### src/rtl/timer_pkg.sv
// Shared types and helpers for the transaction-layer timer bank.
package timer_pkg;

  // Per-channel lifecycle.
  typedef enum logic [1:0] {
    StIdle    = 2'd0,
    StRunning = 2'd1,
    StExpired = 2'd2
  } ch_state_e;

  // Channel-ID width, never narrower than one bit.
  function automatic int unsigned id_width(input int unsigned num_ch);
    return (num_ch > 1) ? $clog2(num_ch) : 1;
  endfunction

endpackage

### src/rtl/rr_arbiter.sv
// Round-robin pick: first set request at or above ptr, wrapping to the bottom.
module rr_arbiter import timer_pkg::*; #(
  parameter int unsigned NUM_CH = 8,
  localparam int unsigned ID_W  = id_width(NUM_CH)
) (
  input  logic [NUM_CH-1:0] req,
  input  logic [ID_W-1:0]   ptr,
  output logic [NUM_CH-1:0] grant,
  output logic [ID_W-1:0]   grant_id,
  output logic              found
);

  // Two passes: upper segment from ptr first, then the wrapped lower segment.
  always_comb begin
    grant    = '0;
    grant_id = '0;
    found    = 1'b0;
    for (int i = 0; i < NUM_CH; i++) begin
      if (!found && req[i] && (i >= int'(ptr))) begin
        found    = 1'b1;
        grant[i] = 1'b1;
        grant_id = ID_W'(i);
      end
    end
    for (int i = 0; i < NUM_CH; i++) begin
      if (!found && req[i] && (i < int'(ptr))) begin
        found    = 1'b1;
        grant[i] = 1'b1;
        grant_id = ID_W'(i);
      end
    end
  end

endmodule

### src/rtl/timer_bank.sv
// Bank of NUM_CH timeout channels sharing one prescaled tick; expired channels
// are reported one at a time on a valid/ready port with round-robin fairness.
module timer_bank import timer_pkg::*; #(
  parameter int unsigned NUM_CH   = 8,
  parameter int unsigned WIDTH    = 16,
  parameter int unsigned PRESCALE = 4,
  localparam int unsigned ID_W    = id_width(NUM_CH)
) (
  input  logic              clk,
  input  logic              rst,
  input  logic              start_valid,
  input  logic [ID_W-1:0]   start_id,
  input  logic              stop_valid,
  input  logic [ID_W-1:0]   stop_id,
  input  logic [WIDTH-1:0]  timeout_cfg,
  output logic              expired_valid,
  output logic [ID_W-1:0]   expired_id,
  input  logic              expired_ready,
  output logic [NUM_CH-1:0] active,
  output logic              tick
);

  localparam int unsigned    PS_W    = (PRESCALE > 1) ? $clog2(PRESCALE) : 1;
  localparam logic [PS_W-1:0] PS_LAST = PS_W'(PRESCALE - 1);

  logic [PS_W-1:0] presc_q, presc_d;

  ch_state_e        state_q [NUM_CH];
  ch_state_e        state_d [NUM_CH];
  logic [WIDTH-1:0] count_q [NUM_CH];
  logic [WIDTH-1:0] count_d [NUM_CH];

  logic [NUM_CH-1:0] start_hit, stop_hit, take, arb_req, arb_grant;
  logic [NUM_CH-1:0] presented_oh_q;
  logic [ID_W-1:0]   ptr_q, ptr_next, arb_id;
  logic              arb_found, handshake, withdraw;

  // Prescaler wraps at PRESCALE-1.
  always_comb begin
    presc_d = (presc_q == PS_LAST) ? '0 : presc_q + PS_W'(1);
  end

  // Tick is registered so it is high exactly while the prescaler sits at PRESCALE-1.
  always_ff @(posedge clk) begin
    if (rst) begin
      presc_q <= '0;
      tick    <= 1'b0;
    end else begin
      presc_q <= presc_d;
      tick    <= (presc_d == PS_LAST);
    end
  end

  // Decode per-channel commands; out-of-range IDs match no channel.
  always_comb begin
    handshake = expired_valid && expired_ready;
    for (int i = 0; i < NUM_CH; i++) begin
      start_hit[i] = start_valid && (start_id == ID_W'(i));
      stop_hit[i]  = stop_valid && (stop_id == ID_W'(i));
      take[i]      = handshake && presented_oh_q[i];
      // A channel being restarted or stopped this cycle must not be picked.
      arb_req[i]   = (state_q[i] == StExpired) && !start_hit[i] && !stop_hit[i];
    end
    withdraw = expired_valid && |(presented_oh_q & (start_hit | stop_hit));
  end

  // Channel next state: start > stop > handshake retire > tick update.
  always_comb begin
    logic [WIDTH-1:0] inc;
    inc = '0;
    for (int i = 0; i < NUM_CH; i++) begin
      state_d[i] = state_q[i];
      count_d[i] = count_q[i];
      inc        = (count_q[i] == '1) ? count_q[i] : count_q[i] + WIDTH'(1);
      if (start_hit[i]) begin
        state_d[i] = StRunning;
        count_d[i] = '0;
      end else if (stop_hit[i]) begin
        if (state_q[i] != StIdle) begin
          state_d[i] = StIdle;
          count_d[i] = '0;
        end
      end else if (take[i]) begin
        state_d[i] = StIdle;
        count_d[i] = '0;
      end else if ((state_q[i] == StRunning) && tick) begin
        count_d[i] = inc;
        if ((timeout_cfg != '0) && (inc >= timeout_cfg)) begin
          state_d[i] = StExpired;
        end
      end
    end
  end

  // Channel state, counts and the registered RUNNING flags.
  always_ff @(posedge clk) begin
    if (rst) begin
      for (int i = 0; i < NUM_CH; i++) begin
        state_q[i] <= StIdle;
        count_q[i] <= '0;
      end
      active <= '0;
    end else begin
      for (int i = 0; i < NUM_CH; i++) begin
        state_q[i] <= state_d[i];
        count_q[i] <= count_d[i];
        active[i]  <= (state_d[i] == StRunning);
      end
    end
  end

  rr_arbiter #(
    .NUM_CH (NUM_CH)
  ) u_arb (
    .req      (arb_req),
    .ptr      (ptr_q),
    .grant    (arb_grant),
    .grant_id (arb_id),
    .found    (arb_found)
  );

  always_comb begin
    ptr_next = (expired_id == ID_W'(NUM_CH - 1)) ? '0 : expired_id + ID_W'(1);
  end

  // Expiry port: present, hold until accepted or withdrawn, then idle one cycle.
  always_ff @(posedge clk) begin
    if (rst) begin
      expired_valid  <= 1'b0;
      expired_id     <= '0;
      presented_oh_q <= '0;
      ptr_q          <= '0;
    end else if (expired_valid) begin
      if (handshake) begin
        expired_valid  <= 1'b0;
        presented_oh_q <= '0;
        ptr_q          <= ptr_next;
      end else if (withdraw) begin
        expired_valid  <= 1'b0;
        presented_oh_q <= '0;
      end
    end else if (arb_found) begin
      expired_valid  <= 1'b1;
      expired_id     <= arb_id;
      presented_oh_q <= arb_grant;
    end
  end

endmodule
### config.mk
export PLATFORM = sky130hd
export DESIGN_NAME = timer_bank
export DESIGN_NICKNAME = d
export VERILOG_FILES = /design/src/rtl/timer_pkg.sv /design/src/rtl/rr_arbiter.sv /design/src/rtl/timer_bank.sv
export SDC_FILE = /design/constraint.sdc
export NUM_CORES = 1
export LEC_CHECK = 0
export BUFFER_PORTS_ARGS = -buffer_cell sky130_fd_sc_hd__clkbuf_2
export CAP_MARGIN = 20
export CORE_ASPECT_RATIO = 2
export CORE_UTILIZATION = 40
export CTS_BUF_LIST = sky130_fd_sc_hd__clkbuf_8
export DETAILED_ROUTE_END_ITERATION = 16
export SYNTH_ARGS = -nofsm -noshare
export SYNTH_HDL_FRONTEND = slang
export SYNTH_SLANG_ARGS = --single-unit
### constraint.sdc
create_clock -name clk -period 4.36 [get_ports clk]
set_input_delay 0.218 -clock clk [delete_from_list [all_inputs] [get_ports clk]]
set_output_delay 0.218 -clock clk [all_outputs]
set_load 0.02 [all_outputs]
### Word-level counts from Yosys, hierarchy flattened

Memory sizes are Yosys's and may differ from the RTL's.
Cells that the tools add are included.

| word-level totals | value |
|---|---|
| flip-flop bits (word level) | 26 |
| memory bits (writable) | 144 |
| bits of input ports | 27 |
| output and inout bits | 13 |
| word-level logic and storage cells | 410 |
| memories | 2 |

| cells by class | value |
|---|---|
| $add $sub $neg | 10 |
| order comparisons | 22 |
| equal/unequal tests | 50 |
| mux-type cells | 168 |
| bitwise operators | 19 |
| reduce and logical (&&, ||, !) cells | 132 |

Memory list:

| name | words | width | rd ports | clocked after memory_dff | write ports | RTL line | RTL |
|---|---|---|---|---|---|---|---|
| count_q | 8 | 16 | 8 | 0 | 8 | timer_bank.sv:30 | `logic [WIDTH-1:0] count_q [NUM_CH];` |
| state_q | 8 | 2 | 8 | 0 | 8 | timer_bank.sv:28 | `ch_state_e state_q [NUM_CH];` |

Operators with widths:

| cell | number |
|---|---|
| 16-bit two-way mux | 56 |
| 16-bit by 1-bit adder with 16-bit output (second input constant) | 8 |
| 16-bit equality test (second input constant) | 8 |
| 16-bit >= comparator | 8 |
| 2-bit two-way mux | 59 |
| 1-bit logical AND | 86 |
| 1-bit two-way mux | 37 |
| 3-bit two-way mux | 12 |
| 2-bit by 1-bit equality test with 1-bit output (second input constant) | 16 |
| 8-bit two-way mux | 4 |
| 1-bit zero test | 30 |
| 3-bit equality test (second input constant) | 9 |
| 2-bit equality test (second input constant) | 10 |
| 2-bit nonzero test | 9 |
| 1-bit OR | 16 |
| 16-bit nonzero test | 1 |
| 3-bit by 2-bit equality test with 1-bit output (second input constant) | 4 |
| 3-bit >= comparator (first input constant) | 3 |
| 3-bit less-than comparator (first input constant) | 3 |
| 8-bit bitwise AND | 1 |
| 8-bit OR | 1 |
| 8-bit OR reduction | 1 |
| 3-bit by 1-bit equality test with 1-bit output (second input constant) | 2 |
| 1-bit by 3-bit >= comparator with 1-bit output (first input constant) | 2 |
| 9 further kinds | 15 |

### Depth between registers and ports, before layout

| depth | value |
|---|---|
| depth in word-level cells | 64 |
| gate-level depth with buffers | 16 |
| depth with buffers taken out | 15 |

### Modules after synthesis

A second synthesis with hierarchy kept.

| unflattened totals | value |
|---|---|
| cells, all modules | 1672 |
| area, all modules | 13168.9 sq um |

By module, submodules not included:

| module | instances | cells each | area an instance (sq um) | seq. area each (sq um) |
|---|---|---|---|---|
| timer_bank | 1 | 1611 | 12778.5 | 3403.3 |
| rr_arbiter | 1 | 61 | 390.4 | 0.0 |

### Least setup slack after synthesis

No wires, ideal clock.

| timing | value |
|---|---|
| kind | register to register |
| start | memory count_q[2][3], in the netlist count_q[0][35] |
| end | register active[2] |
| library setup time | 0.070 ns |
| arrival | 3.490 ns |
| data required time | 4.290 ns |
| path slack | 0.800 ns |
| stages on the path, launching flop included | 16 |
| path buffers | 2 |
| period minus slack after synthesis | 3.560 ns |
| path through | dfxtp_1 > buf_2 > and4_1 > and2_1 > nand4_1 > or4_1 > clkbuf_1 > xnor2_1 > ha_1 > nand2b_1 > a21o_1 > a21o_1 > a21o_1 > a211o_1 > a2111o_1 > a21oi_1 |

RTL lines:

| item | RTL line | RTL |
|---|---|---|
| from (decl) | timer_bank.sv:30 |  |
| to (signal, indexed assignment) | timer_bank.sv:107 | `active[i] <= (state_d[i] == StRunning);` |
| to (decl) | timer_bank.sv:19 | `output logic [NUM_CH-1:0] active,` |

==> flow_metrics.tcl <==
set metrics [dict create \
    numPortBuffers 39 \
    clock_path_buffers 2 \
    cts.repair.resized 0 \
    design_area_um2 13990 \
    drv_cap 0 \
    drc_errors 0 \
    drtIter0Drc 841 \
    peakVddDrop_mv 0.2060 \
    grt_pass1_vias 12600 \
    grt-ovfl-total 0 \
    min_path_type "input pin to register" \
    die_area_um2 33340 \
    powerDensity_nw_per_um2 219.9 \
    ant_nets 0 \
    slew_headroom_pct 29.52 \
    maxSlewViolCount 0 \
    cts_sinks 170 \
    clock_skew_ns 0.01638 \
    dpl-instance-area_um2 13580 \
    synth_ff_type "dfxtp_1" \
    die_h_um 257.2 \
    dr.pass1.iters 7 \
    fmax_mhz 253.3 \
    dp_hpwl_um 31220 \
    root_buffer "clkbuf_8" \
    numCtsBuffers 17 \
    die_x_um 129.6 \
    end_kind "register" \
    finalSetupTns_ns 0 \
    critPathLaunchType "register" \
    post_drt_wl_per_cell_um 19.70 \
    layout-drive-gt1-share_pct 6.978 \
    seq_area_frac_synth_pct 26.12 \
    grt_pass1_wl_um 66280 \
    synth_edf_count 0 \
    ys_types 79 \
    wl_um 41820 \
    hold_viol 0 \
    synth_area_um2 13030 \
    syn2layout_area_growth_pct 7.376 \
    nets 1845 \
    grtUsageTotal_pct 25.96 \
    critPathKind "register to register" \
    vias 12760 \
    clk_latency_ns 0.53 \
    tightest_slew_ns 1.050 \
    clk_pin_slew_ns 0.11 \
    outcome "complete, no violations" \
    period_needed_ns 3.948 \
    initial_core_util_pct 40.57 \
    cts_tree "built" \
    synthArstFlopShare_pct 0 \
    num_io_pins 40 \
    grt_max_degree 36 \
    core_um2 32120 \
    cp.arrival_ns 4.41 \
    cts_htree_levels 4 \
    vias_per_cell 6.008 \
    ctsHoldBuffers 0 \
    placementRows 93 \
    synthesis.nets 1835 \
    place_congestion 0.9268 \
    synth_area_per_cell_um2 7.811 \
    setup_viol 0 \
    synth_warnings 0 \
    synth.ff_latch_count 170 \
    syn_inst 1668 \
    rsz0062_at_grt "no" \
    power.static_leakage_nw 5.940 \
    critical_path.max_fanout 10 \
    cp.required_ns 4.82 \
    cts_setup_buffers 0 \
    antenna_found_initial 5 \
    finalCritPeriodShare_pct 90.55 \
]
## path summary, 6_finish.rpt
kind,start,end,slack [ns],cells after the start
setup / recovery,count_q[0][35]$_SDFFE_PP0P_,active[2]$_SDFF_PP0_,0.41,13
hold / removal,expired_ready,ptr_q[2]$_SDFFE_PP0P_,0.13,4
setup reg to reg,count_q[0][35]$_SDFFE_PP0P_,active[2]$_SDFF_PP0_,0.41,13
hold reg to reg,presc_q[0]$_SDFF_PP0_,presc_q[0]$_SDFF_PP0_,0.47,1
## stage by stage
stage | utilization [%] | power [W] | worst slack [ns] | cells | hold slack (ns)
6_report | 43.56 | 0.003077 | 0.4122 | 2123 | 0.1345
3_5_place_dp | 42.28 | 0.001929 | 0.4081 | 2086 | 0.4487
4_1_cts | 43.49 | 0.003106 | 0.3603 | 2118 | 0.1037
2_1_floorplan | - | 0.001808 | 0.7998 | 1668 | 0.4275
5_1_grt | 43.56 | 0.003186 | 0.02162 | 2123 | 0.1677
3_3_place_gp | 42.28 | 0.001925 | 0.5192 | 2086 | 0.4397
## cell usage after synthesis, types with 8 or more instances
cell,n,area [um^2]
ha_1,140,1752
a22o_1,16,140.1
and2_1,16,100.1
nand3b_1,8,60.06
nand4_1,42,262.8
o21ai_0,66,330.3
and4_1,9,78.83
nand2_1,150,563.0
a31oi_1,24,150.1
inv_1,40,150.1
nor2_1,201,754.5
nand2b_1,12,75.07
and3_1,26,162.7
a22oi_1,39,292.8
o21a_1,15,112.6
o21ai_1,10,50.05
a21oi_1,136,680.7
dfxtp_1,170,3403
mux2_2,13,146.4
nand3_1,80,400.4
or3_1,21,131.4
buf_2,8,40.04
xnor2_1,55,481.7
nor2b_1,21,131.4
a21o_1,74,555.5
xor2_1,28,245.2
nor4_1,15,93.84
nor3_1,52,260.3
clkbuf_1,42,157.7
nand4b_1,9,78.83
o31ai_1,10,75.07
## cell families (layout without fill, tap and decap cells)
family	after synthesis	in the layout	synth area share (%)
XOR/XNOR	83	83	5.580
AND/OR/NAND/NOR	696	696	27.01
buffers and inverters	99	122	3.131
adder cells (fa/ha/maj)	140	140	13.44
multiplexers	16	16	1.383
other	0	5	0
flip-flops	170	170	26.12
AO/OA/AOI/OAI	464	464	23.34
## where the power goes
part | internal, W | switching [W]
logic | 0.0000885 | 0.000218
registers | 0.00157 | 0.0000207
clock network | 0.000508 | 0.000671
## layout make-up
type                       instances  area [um^2]
multi-input combinational       1399         9228
timing repair buffer              49        270.3
inverter                          41        153.9
fill                            3418        18130
sequential                       170         3403
antenna                            5        12.51
clock buffer                      17        234.0
clock inverter                    15        153.9
tap                              427        534.3
## routing by layer
metal	vias to the layer above	share of wire (%)	GRT usage, %
li1	6223	-	-
met1	6056	37	26.15
met2	344	52	46.76
met3	133	3.9	3.763
met4	0	7.8	20.16
met5	-	0	0
## sequential cells by signal, summed over array words and instances, names as in the netlist
signal	cells
count_q	128
tick	1
expired_valid	1
active	8
ptr_q	3
state_q	16
presented_oh_q	8
expired_id	3
presc_q	2
## cells in the final DEF (no fill, tap or decap), types with 10 or more instances in the layout
master    Yosys  routed
buf_4         1      10
clkbuf_2      0      39
a22o_1       16      16
ha_1        140     140
dfxtp_1     170     170
o21ai_1      10      10
clkbuf_8      0      17
a22oi_1      39      39
xor2_1       28      28
o21ai_0      66      66
nor2b_1      21      21
mux2_2       13      13
xnor2_1      55      55
nor3_1       52      51
nand2_1     150     150
a21o_1       74      74
a21oi_1     136     136
inv_1        40      41
nand3_1      80      79
o31ai_1      10      10
and2_1       16      16
nor4_1       15      15
nand4_1      42      42
nor2_1      201     201
o21a_1       15      15
or3_1        21      21
a31oi_1      24      24
and3_1       26      26
nand2b_1     12      12
## critical path: stages, from the launching register on
cell,delay (ns)
dfxtp_1,0.52
and4_1,0.25
and2_1,0.18
nand4_1,0.25
or4_1,0.74
xnor2_1,0.18
ha_1,0.27
nand2b_1,0.14
a21o_1,0.17
a21o_1,0.16
a21o_1,0.17
a211o_1,0.31
a2111o_1,0.40
a21oi_1,0.14
(Power assumes the default switching activity.)
